File: config.mk
export PLATFORM = sky130hd
export DESIGN_NAME = four_full_add
export DESIGN_NICKNAME = d
export VERILOG_FILES = /design/src/rtl/four_full_add.sv
export SDC_FILE = /design/constraint.sdc
export NUM_CORES = 1
export LEC_CHECK = 0
export CAP_MARGIN = 15
export CELL_PAD_IN_SITES_DETAIL_PLACEMENT = 1
export CELL_PAD_IN_SITES_GLOBAL_PLACEMENT = 2
export CORE_MARGIN = 2
export CORE_UTILIZATION = 24
export DETAILED_ROUTE_END_ITERATION = 16
export GPL_ROUTABILITY_DRIVEN = 0
export PLACE_DENSITY_LB_ADDON = 0.15
export SLEW_MARGIN = 10
export SYNTH_ARGS = -nofsm -noshare
export SYNTH_HDL_FRONTEND = slang
export SYNTH_SLANG_ARGS = --single-unit
File: constraint.sdc
create_clock -name clk -period 2.7 [get_ports clk]
set_clock_uncertainty 0.15 [all_clocks]
set_input_delay 0.54 -clock clk [delete_from_list [all_inputs] [get_ports clk]]
set_output_delay 0.54 -clock clk [all_outputs]
set_load 0.05 [all_outputs]
File: src/rtl/four_full_add.sv
// four_full_add: 4-bit ripple-carry adder built from four full-adder cells.
// Registered sum/carry/overflow with a valid flag, or purely combinational when REG_OUT=0.
module four_full_add #(
    parameter bit REG_OUT = 1'b1
) (
    input  logic       clk,
    input  logic       rst,
    input  logic       en,
    input  logic [3:0] a,
    input  logic [3:0] b,
    input  logic       cin,
    output logic       cout,
    output logic       s0,
    output logic       s1,
    output logic       s2,
    output logic       s3,
    output logic       ovf,
    output logic       valid
);
    logic [4:0] c;
    logic [3:0] s;
    logic [5:0] res;
    assign c[0] = cin;
    genvar i;
    generate
        for (i = 0; i < 4; i++) begin : g_fa
            assign s[i]   = a[i] ^ b[i] ^ c[i];
            assign c[i+1] = (a[i] & b[i]) | (c[i] & (a[i] ^ b[i]));
        end
    endgenerate
    // Packed as {ovf, cout, s3..s0}; signed overflow is carry-in vs carry-out of the MSB.
    assign res = {c[3] ^ c[4], c[4], s};
    generate
        if (REG_OUT) begin : g_reg
            logic [5:0] q;
            logic       v;
            always_ff @(posedge clk or posedge rst) begin
                if (rst) begin
                    q <= '0;
                    v <= 1'b0;
                end else begin
                    v <= en;
                    if (en) q <= res;
                end
            end
            assign {ovf, cout, s3, s2, s1, s0} = q;
            assign valid = v;
        end else begin : g_comb
            assign {ovf, cout, s3, s2, s1, s0} = res;
            assign valid = 1'b1;
        end
    endgenerate
endmodule

==> After elaboration in Yosys (flattened, before gate mapping) <==
Index checks and enable logic that the tools add are counted.
{ "word_totals": {"in_bits": 12, "ff_bits": 7} }
{ "op_classes": {"n_bitwise": 21} }
{ "op_table": {"columns": ["cell", "n"], "rows": [
  ["XOR 1 bit", 9],
  ["bitwise AND 1 bit", 8],
  ["bitwise OR 1 bit", 4]
]} }

==> Logic depth before layout (Yosys ltp) <==
{ "depth": {"word_depth": 10, "depth_mapped": 9, "ltp_nobuf": 9} }

==> Worst setup path after synthesis <==
OpenSTA, ideal clock, no wires.
{ "synth_path": {"path_kind": "input-to-reg", "start": "input a[0]", "end": "register g_reg.q[5]", "setup_slack_ps": 272, "n_path_buf": 0, "arrival_ps": 2153, "cell_stages": 9, "path_cell_list": "fa_1 inv_1 fa_1 inv_1 fa_1 inv_1 fa_1 xnor2_1 mux2_4"} }
{ "synth_between": {"elab_chain_cells": 10, "elab_cells_between_ends": 11, "cone_classes": "bitwise (11)"} }
{ "synth_rtl": {"columns": ["item", "line", "rtl"], "rows": [
  ["start, declared", "9", "input logic [3:0] a,"],
  ["XOR 1 bit", "28", "assign c[i+1] = (a[i] & b[i]) | (c[i] & (a[i] ^ b[i]));"],
  ["bitwise AND 1 bit", "28", null],
  ["bitwise OR 1 bit (*)", "28", null],
  ["bitwise AND 1 bit (*)", "28", null],
  ["bitwise OR 1 bit (*)", "28", null],
  ["bitwise AND 1 bit (*)", "28", null],
  ["bitwise OR 1 bit (*)", "28", null],
  ["bitwise AND 1 bit", "28", null],
  ["bitwise OR 1 bit", "28", null],
  ["XOR 1 bit (*)", "32", "assign res = {c[3] ^ c[4], c[4], s};"],
  ["end signal, assigned", "43", "if (en) q <= res;"],
  ["end, declared", "35", "logic [5:0] q;"]
]} }
Mark *: on every way between the ends. The rest lies on a longest branch, timed or not.
A chain may end at the register's enable or synchronous reset.

==> Worst setup path in the final report <==
{ "layout_path": {"start": "input a[1]", "end": "register g_reg.q[5]"} }
{ "layout_between": {"elab_chain_cells": 8, "elab_cells_between_ends": 9, "cone_classes": "bitwise (9)"} }
{ "layout_rtl": {"columns": ["item", "line"], "rows": [
  ["XOR 1 bit", "28"],
  ["bitwise AND 1 bit", "28"],
  ["bitwise OR 1 bit (*)", "28"],
  ["bitwise AND 1 bit (*)", "28"],
  ["bitwise OR 1 bit (*)", "28"],
  ["bitwise AND 1 bit", "28"],
  ["bitwise OR 1 bit", "28"],
  ["XOR 1 bit (*)", "32"]
]} }
Marked as above.

==> impl_metrics.tcl <==
set metrics [dict create \
    peakVddDrop_mv 0.168 \
    fmax_mhz 398 \
    synth_commonest_cells "9 x inv_1, 7 x dfrtp_1, 4 x fa_1" \
    clk_pin_slew_worst_paths_ns 0.05 \
    routed_wl_um 733 \
    worstSetupPathType "in -> reg" \
    synthMostInstantiatedCell "inv_1" \
    vias 277 \
    endpoint_kind "flip-flop" \
    final_hold_viol_count 0 \
    yosys.cell_types.count 9 \
    p_leak_nw 0.315 \
    yosys_warnings 0 \
    grt_first_pass_wirelength_um 1210 \
    final_net_count 70 \
    fin_area_um2 629 \
    post_drt_via_cell_ratio 4.01 \
    cts_tree "done" \
    grt.total_usage_pct 9.28 \
    synth_fp_nets 46 \
    yosys.area.top_type "dfrtp_1" \
    diodes 0 \
    fillers 172 \
    netlist_top_cells_area "dfrtp_1 46%, fa_1 21%, mux2_4 12%, inv_1 8.9%, buf_6 3.0%" \
    ios 19 \
    cpMostUsedCell "fa_2" \
    fp.coreArea_um2 1510 \
    worstPathMaxFanout 2 \
    rows 14 \
    required_ns 2.68 \
    clockBufferDepth 2 \
    maxCapViolCount 0 \
    worst_pin_slew_ns 0.498 \
    power_density_nw_per_um2 637 \
    cp_top_family "adder cells" \
    drc 0 \
    reg2reg_from "g_reg.q[2]" \
    path_buf_inv 4 \
    yosysSeqAreaShare_pct 45.9 \
    drive_gt1_share_pct 24.5 \
    setup_violations 0 \
    start_util_pct 25.3 \
    cp.depth 9 \
    path_cells "clkdlybuf4s50_1, inv_1, fa_2, inv_2, fa_2, inv_1, fa_2, xnor2_1, mux2_4" \
    antenna_found_initial 0 \
    clock_sinks 7 \
    seqCellArea_um2 175 \
    synth_top_area_share_pct 45.9 \
    syn-instance-count 30 \
    die_x_um 43.9 \
    wl_per_cell_um 10.6 \
    dpl.hpwl_um 625 \
    synth_edf_count 0 \
    start_kind "input port" \
    relSlewSlack_pct 66.7 \
    multi_input_area_um2 171 \
    slowest_delay_ns 0.45 \
    area_growth_syn_to_layout_pct 64.9 \
    numCtsBuffers 3 \
    ant_nets 0 \
    fin_crit_sh_pct 93.0 \
    ys_seq_elements 7 \
    htree_levels 1 \
    slowest_stage "clkdlybuf4s50_1" \
    startpoint "a[1]" \
    drt_iter0_markers 0 \
    rsz0062_at_grt "false" \
    clock_latency_ns 0.25 \
    grt.overflow.total 0 \
    cts-root-buf "clkbuf_4" \
    synth_flop_cell "dfrtp_1" \
    fin_crit_ns 2.51 \
    reg2reg_slack_ns 1.78 \
    dr.pass1.iters 1 \
    synth_area_um2 382 \
    rr_worst_depth 1 \
    r2r_end "g_reg.q[2]" \
    preCtsSetupSlack_ns -0.319 \
    place_area_um2 578 \
    status "finished clean" \
    arrival_ns 2.49 \
    grt_max_degree 10 \
    setup_ws_ns 0.190 \
    portBuffers 18 \
    first_global_vias 303 \
    tns_ns 0 \
    async_flop_share_pct 100 \
    chipHeight_um 43.9 \
    slew_violations 0 \
    die_area_um2 1930 \
    hp-class "in -> async" \
    syn_avg_cell_area_um2 12.7 \
]
-- how the worst max path moves through the flow --
stage                      end  slack [ns]
floorplan           g_reg.q[5]        0.27
global placement    g_reg.q[5]       -0.26
detailed placement  g_reg.q[5]       -0.32
CTS                 g_reg.q[5]       0.007
global route        g_reg.q[5]        0.11
finish              g_reg.q[5]        0.19
-- cells in the final DEF (no fill, tap or decap), drive strengths merged --
cell / count
a21oi: 2
xnor2: 1
inv: 9
dfrtp: 7
mux2i: 1
clkdlybuf4s50: 15
fa: 4
clkbuf: 4
buf: 2
mux2: 3
nor2: 2
dlymetal6s2s: 3
-- sequential cells by signal, indices dropped and copies added, names as in the netlist --
register and count:
g_reg.q 6, valid 1
-- final cells by class --
cell class                      instances  share of cell area (%)
Timing Repair Buffer                   20                    32.2
Sequential cell                         7                    27.8
Multi-Input combinational cell         13                    27.2
Inverter                                9                    5.37
Clock buffer                            4                    4.17
Tap cell                               16                    3.18
-- report_power, final --
part           leakage, nW  switching, W  total [W]  internal, W
Clock               0.0150     0.0000381  0.0000945    0.0000564
Sequential          0.0806     0.0000106   0.000134     0.000124
Combinational        0.220     0.0000979   0.000172    0.0000744
Total                0.315      0.000147   0.000401     0.000254
-- through the flow --
step	utilization (%)	power, W	hold WS [ns]	instances
2_1_floorplan	-	0.000242	0.193	30
3_3_place_gp	38.4	0.000303	0.347	64
3_5_place_dp	38.4	0.000307	0.366	64
4_1_cts	40.4	0.000407	0.375	68
5_1_grt	41.8	0.000423	0.397	69
6_report	41.8	0.000401	0.369	69
-- cells by family (layout without fill, tap and decap cells) --
| group | after synthesis | in the layout | share of synthesized area (%) |
|---|---|---|---|
| fa+ha+maj | 4 | 4 | 21.0 |
| mux | 4 | 4 | 14.4 |
| flops | 7 | 7 | 45.9 |
| simple gates | 2 | 2 | 1.97 |
| buf+inv | 10 | 33 | 11.8 |
| compound gates | 2 | 2 | 2.62 |
| xor+xnor | 1 | 1 | 2.30 |
-- routing by layer --
| layer | GRT usage, % | routed length (um) | up-vias |
|---|---|---|---|
| met3 | 1.67 | 49 | 0 |
| met4 | 10.9 | 0 | 0 |
| li1 | - | - | 133 |
| met2 | 13.5 | 393 | 13 |
| met5 | 0 | 0 | - |
| met1 | 10.4 | 291 | 131 |
-- repair_timing --
item / CTS / global route
hold buffers: 0 / 0
gates cloned: 0 / 0
resized for setup: 2 / 6
buffers inserted: 0 / 1
pin swaps: 0 / 3
endpoints found under the setup margin: 1 / 2
Power figures use the tool's default switching activity.
==> RTL edit 1: new RTL, same settings <==
Register the output `valid`, without a reset; this adds one clock of latency there. The other outputs are not delayed to match. Comments in the files are not updated.
--- a/src/rtl/four_full_add.sv
+++ b/src/rtl/four_full_add.sv
@@ -19,2 +19,4 @@
 );
+
+    logic valid_d;
     logic [4:0] c;
@@ -46,8 +48,12 @@
             assign {ovf, cout, s3, s2, s1, s0} = q;
-            assign valid = v;
+            assign valid_d = v;
         end else begin : g_comb
             assign {ovf, cout, s3, s2, s1, s0} = res;
-            assign valid = 1'b1;
+            assign valid_d = 1'b1;
         end
     endgenerate
+    always_ff @(posedge clk) begin
+        valid <= valid_d;
+    end
+
 endmodule
Formal check against the unedited RTL: not equivalent (a bounded check fails within 4 cycles, from zero or initial values and one cycle with rst high).
==> RTL edit 1 against the original RTL <==
Non-clock buffer count unchanged; power up 5.9%; wire length is 20% higher; clock power increased by 4.3%; sequential cell count grew 1; critical path depth unchanged; setup slack better by 0.0029 ns; synthesized area is 5.2% higher; design area increased by 3.8%.
==> RTL edit 1: results (changes against the original RTL) <==
<table>
<tr><th>Metric</th><th>Value</th></tr>
<tr><th colspan="2">Outcome</th></tr>
<tr><td>Result of the run</td><td>complete, no violations (unchanged)</td></tr>
<tr><th colspan="2">Global routing</th></tr>
<tr><td>Global-route wire length before repair</td><td>1455 um (was 1214 um)</td></tr>
<tr><td>Met2 usage in global routing</td><td>16.81% (was 13.53%)</td></tr>
<tr><td>Met1 Use GR</td><td>12.44% (was 10.42%)</td></tr>
<tr><th colspan="2">Place</th></tr>
<tr><td>Worst slack after detailed placement</td><td>-0.3118 ns (was -0.3190 ns)</td></tr>
<tr><th colspan="2">Drt</th></tr>
<tr><td>First-pass DRT Iterations</td><td>4 (was 1)</td></tr>
<tr><td>First DRT Iteration DRCs</td><td>2 (was 0)</td></tr>
<tr><th colspan="2">Logic synthesis</th></tr>
<tr><td>Net count after synthesis</td><td>47 (was 46)</td></tr>
<tr><td>Mux contribution to synthesized area</td><td>13.71% (was 14.43%)</td></tr>
<tr><td>Post-Synth XOR/XNOR Area</td><td>2.181% (was 2.295%)</td></tr>
<tr><td>Post-synth cell types</td><td>10 (was 9)</td></tr>
<tr><td>Share of synthesized flip-flops with an asynchronous set or reset</td><td>87.50% (was 100.0%)</td></tr>
<tr><th colspan="2">Cells and area</th></tr>
<tr><td>Share of final-layout standard cells stronger than drive strength 1</td><td>25.93% (was 24.53%)</td></tr>
<tr><td>Final Net Count</td><td>71 (was 70)</td></tr>
<tr><th colspan="2">Timing</th></tr>
<tr><td>Worst Setup Slack, final</td><td>0.1927 ns (was 0.1898 ns)</td></tr>
<tr><td>Hold slack final</td><td>0.1965 ns (was 0.3692 ns)</td></tr>
<tr><th colspan="2">Hold path</th></tr>
<tr><td>Type of the most critical hold path</td><td>register to register (was input pin to async pin)</td></tr>
<tr><th colspan="2">Pwr</th></tr>
<tr><td>Leakage</td><td>0.0003243 uW (was 0.0003154 uW)</td></tr>
<tr><td>Sw Ratio</td><td>36.14% (was 36.57%)</td></tr>
<tr><td>Peak ir drop on the vdd network</td><td>0.3848 mV (was 0.1676 mV)</td></tr>
</table>
RTL edit 1: changes by cell type after synthesis, sizes merged:
cell	change
dfxtp	+1
RTL edit 1: how the worst min path moves through the flow:
stage	start	to	depth (start not counted)
floorplan	g_reg.v	valid	0
global placement	g_reg.v	valid	0
detailed placement	g_reg.v	valid	0
CTS	g_reg.v	valid	0
global route	g_reg.v	valid	0
finish	g_reg.v	valid	0
RTL edit 1: timing repair:
action | in CTS | in global routing
pin swaps | 0 | 3
buffers inserted | 0 | 1
endpoints found under the setup margin | 1 | 2
resized for setup | 2 | 7
RTL edit 1: area by class of cell:
type / instances / area share, %
Sequential cell: 8 / 29.89
Timing Repair Buffer: 20 / 31.03
Tap cell: 16 / 3.065
Inverter: 9 / 5.172
Multi-Input combinational cell: 13 / 26.82
Clock buffer: 4 / 4.023
RTL edit 1: stage by stage:
step	TNS [ns]	area (um2)	utilization (%)	cells
6_report	0	653.1	42.37	70
5_1_grt	0	653.1	42.37	70
4_1_cts	0	629.4	40.83	69
3_5_place_dp	-0.5955	598.1	38.80	65
3_3_place_gp	-0.4657	598.1	38.80	65
2_1_floorplan	0	401.6	-	31
RTL edit 1: critical path, cell delays in order:
cell and delay (ns):
sky130_fd_sc_hd__clkdlybuf4s50_1 0.45, sky130_fd_sc_hd__inv_1 0.06, sky130_fd_sc_hd__fa_2 0.38, sky130_fd_sc_hd__inv_2 0.06
sky130_fd_sc_hd__fa_2 0.20, sky130_fd_sc_hd__inv_1 0.06, sky130_fd_sc_hd__fa_2 0.37, sky130_fd_sc_hd__xnor2_1 0.13
sky130_fd_sc_hd__mux2_4 0.26
RTL edit 1: layer usage:
metal,wire length (um),part of all wire (%)
met5,0,0
met4,4,0.46
met3,48,5.5
met2,458,52
met1,367,42
RTL edit 1: cell families (layout without fill, tap and decap cells):
kind of cell               Yosys count  count (layout)
xor gates and xnor gates             1               1
muxes                                4               4
AOI/OAI and AO/OA                    2               2
DFF                                  8               8
adders and majority gates            4               4
buffers and inverters               10              33
and+or+nand+nor                      2               2
RTL edit 1: power by group through the flow:
stage	Clock, uW	Sequential, uW	Combinational [uW]
after floorplan	0	216	41.7
after global placement	0	150	169
after detailed placement	0	152	172
after CTS	102	150	174
after global routing	111	152	188
final	98.6	150	176
==> RTL edit 2: new RTL, config.mk and constraints unchanged <==
Without the edit above. Register the inputs `en`, `a`, `b` and `cin` before use, without a reset. The logic sees them one clock later. Comments in the files are not updated.
--- a/src/rtl/four_full_add.sv
+++ b/src/rtl/four_full_add.sv
@@ -19,2 +19,15 @@
 );
+
+    logic en_q;
+    logic [3:0] a_q;
+    logic [3:0] b_q;
+    logic cin_q;
+
+    always_ff @(posedge clk) begin
+        en_q  <= en;
+        a_q   <= a;
+        b_q   <= b;
+        cin_q <= cin;
+    end
+
     logic [4:0] c;
@@ -22,3 +35,3 @@
     logic [5:0] res;
-    assign c[0] = cin;
+    assign c[0] = cin_q;
     genvar i;
@@ -26,4 +39,4 @@
         for (i = 0; i < 4; i++) begin : g_fa
-            assign s[i]   = a[i] ^ b[i] ^ c[i];
-            assign c[i+1] = (a[i] & b[i]) | (c[i] & (a[i] ^ b[i]));
+            assign s[i]   = a_q[i] ^ b_q[i] ^ c[i];
+            assign c[i+1] = (a_q[i] & b_q[i]) | (c[i] & (a_q[i] ^ b_q[i]));
         end
@@ -41,4 +54,4 @@
                 end else begin
-                    v <= en;
-                    if (en) q <= res;
+                    v <= en_q;
+                    if (en_q) q <= res;
                 end
Function: changed (a bounded check fails within 4 cycles, from zero or initial values and one cycle with rst high).
==> RTL edit 2 against the original RTL <==
Synthesized area grew 52%; design area grew 29%; worst hold slack lost 0.040 ns; sequential cell count grew 10; first-iteration DRC count grew 4; setup slack gained 0.21 ns; critical path depth is the same; power grew 47%; wire length grew 14%; largest cell class is now registers.
==> RTL edit 2: results (changes against the original RTL) <==
<table>
<tr><th>Metric</th><th>Value</th></tr>
<tr><th colspan="2">Pwr</th></tr>
<tr><td>Peak ir drop on the vdd network</td><td>0.2815 mV (was 0.1676 mV)</td></tr>
<tr><th colspan="2">Outcome</th></tr>
<tr><td>Result of the run</td><td>complete, no violations (unchanged)</td></tr>
<tr><th colspan="2">Logic synthesis</th></tr>
<tr><td>Share of synthesized flip-flops with an asynchronous set or reset</td><td>41.18% (was 100.0%)</td></tr>
<tr><td>Sequential share of the synthesized area</td><td>64.52% (was 45.90%)</td></tr>
<tr><td>Area contributors post-synth</td><td>sky130_fd_sc_hd__dfxtp_1 (34%), sky130_fd_sc_hd__dfrtp_1 (30%), sky130_fd_sc_hd__fa_1 (14%), sky130_fd_sc_hd__mux2_4 (7.7%), sky130_fd_sc_hd__inv_1 (5.8%) (was sky130_fd_sc_hd__dfrtp_1 (46%), sky130_fd_sc_hd__fa_1 (21%), sky130_fd_sc_hd__mux2_4 (12%), sky130_fd_sc_hd__inv_1 (8.9%), sky130_fd_sc_hd__buf_6 (3.0%))</td></tr>
<tr><td>Post-synth cell types</td><td>10 (was 9)</td></tr>
<tr><td>Net count after synthesis</td><td>56 (was 46)</td></tr>
<tr><th colspan="2">Worst setup path</th></tr>
<tr><td>Number of cell instances on the worst register-to-register path</td><td>9 (was 1)</td></tr>
<tr><td>Worst setup startpoint</td><td>a_q[0] (was a[1])</td></tr>
<tr><td>Crit path DAT</td><td>2.32 ns (was 2.49 ns)</td></tr>
<tr><th colspan="2">Cells and area</th></tr>
<tr><td>Share of final-layout standard cells stronger than drive strength 1</td><td>9.836% (was 24.53%)</td></tr>
<tr><td>Count of filler cells inserted in the layout</td><td>260 (was 172)</td></tr>
<tr><td>Final Net Count</td><td>78 (was 70)</td></tr>
<tr><th colspan="2">Place</th></tr>
<tr><td>DP HPWL</td><td>672.3 um (was 624.8 um)</td></tr>
<tr><th colspan="2">Global routing</th></tr>
<tr><td>Global-route wire length before repair</td><td>1359 um (was 1214 um)</td></tr>
<tr><td>Via count of the first global-routing pass</td><td>316 (was 303)</td></tr>
<tr><td>Total global-route track usage</td><td>7.075% (was 9.278%)</td></tr>
<tr><th colspan="2">Timing</th></tr>
<tr><td>Remaining max-slew budget at the tightest pin</td><td>67.11% (was 66.71%)</td></tr>
<tr><th colspan="2">Drt</th></tr>
<tr><td>Drt total wl</td><td>834 um (was 733 um)</td></tr>
<tr><td>First-pass DRT Iterations</td><td>4 (was 1)</td></tr>
</table>
==> RTL edit 2: report_power, final <==
group | internal [uW] | switching [uW] | total [uW]
logic | 71.8 | 95.0 | 167
registers | 279 | 15.9 | 295
clock network | 57.2 | 71.5 | 129
==> RTL edit 2: logic make-up after synthesis <==
| kind of cell | count (synthesis) | synth area share [%] |
|---|---|---|
| fa+ha+maj | 4 | 13.76 |
| simple gates | 2 | 1.291 |
| compound gates | 2 | 1.720 |
| mux | 4 | 9.462 |
| flops | 17 | 64.52 |
| buf+inv | 10 | 7.741 |
| xor+xnor | 1 | 1.506 |
==> RTL edit 2: critical path, cell delays in order, from the launching register on <==
cell	delay (ns)
sky130_fd_sc_hd__dfxtp_1	0.35
sky130_fd_sc_hd__fa_1	0.17
sky130_fd_sc_hd__inv_1	0.05
sky130_fd_sc_hd__fa_1	0.35
sky130_fd_sc_hd__inv_1	0.07
sky130_fd_sc_hd__fa_1	0.20
sky130_fd_sc_hd__inv_1	0.06
sky130_fd_sc_hd__fa_1	0.41
sky130_fd_sc_hd__xnor2_1	0.15
sky130_fd_sc_hd__mux2_4	0.25
==> RTL edit 2: cell type report <==
cell class              instances  area, um2  share of cell area (%)
clock buffers                   4      26.28                   3.236
inverters                       9      33.78                   4.160
multi-input cells              13      161.4                   19.88
flip-flops and latches         17      375.4                   46.22
well taps                      28      35.03                   4.314
repair buffers                 18      180.2                   22.19
==> RTL edit 2: metrics by stage <==
| step | cell area [um2] | cells | power, uW | setup WS (ns) | hold WS (ns) |
|---|---|---|---|---|---|
| after floorplan | 581.8 | 40 | 406.1 | 0.4955 | 0.1934 |
| after global placement | 785.8 | 85 | 468.8 | 0.3894 | 0.3497 |
| after detailed placement | 785.8 | 85 | 470.2 | 0.3866 | 0.3448 |
| after CTS | 812.0 | 89 | 605.0 | 0.3628 | 0.3296 |
| after global routing | 812.0 | 89 | 626.4 | 0.2410 | 0.3374 |
| final | 812.0 | 89 | 590.4 | 0.3994 | 0.3292 |
==> RTL edit 2: final timing paths <==
check	to	slack, ns
setup / recovery	g_reg.q[5]	0.40
min in group clk	g_reg.q[2]	0.37
max in group asynchronous	g_reg.q[0]	1.87
hold / removal	g_reg.q[5]	0.33
hold reg to reg	g_reg.q[2]	0.37
setup reg to reg	g_reg.q[5]	0.40
==> RTL edit 2: metal layers <==
metal	up-vias	track usage [%]	routed length [um]
met5	-	0	0
met4	0	3.846	0
met3	0	3.672	93
met2	16	10.29	373
met1	146	8.304	367
li1	158	-	-
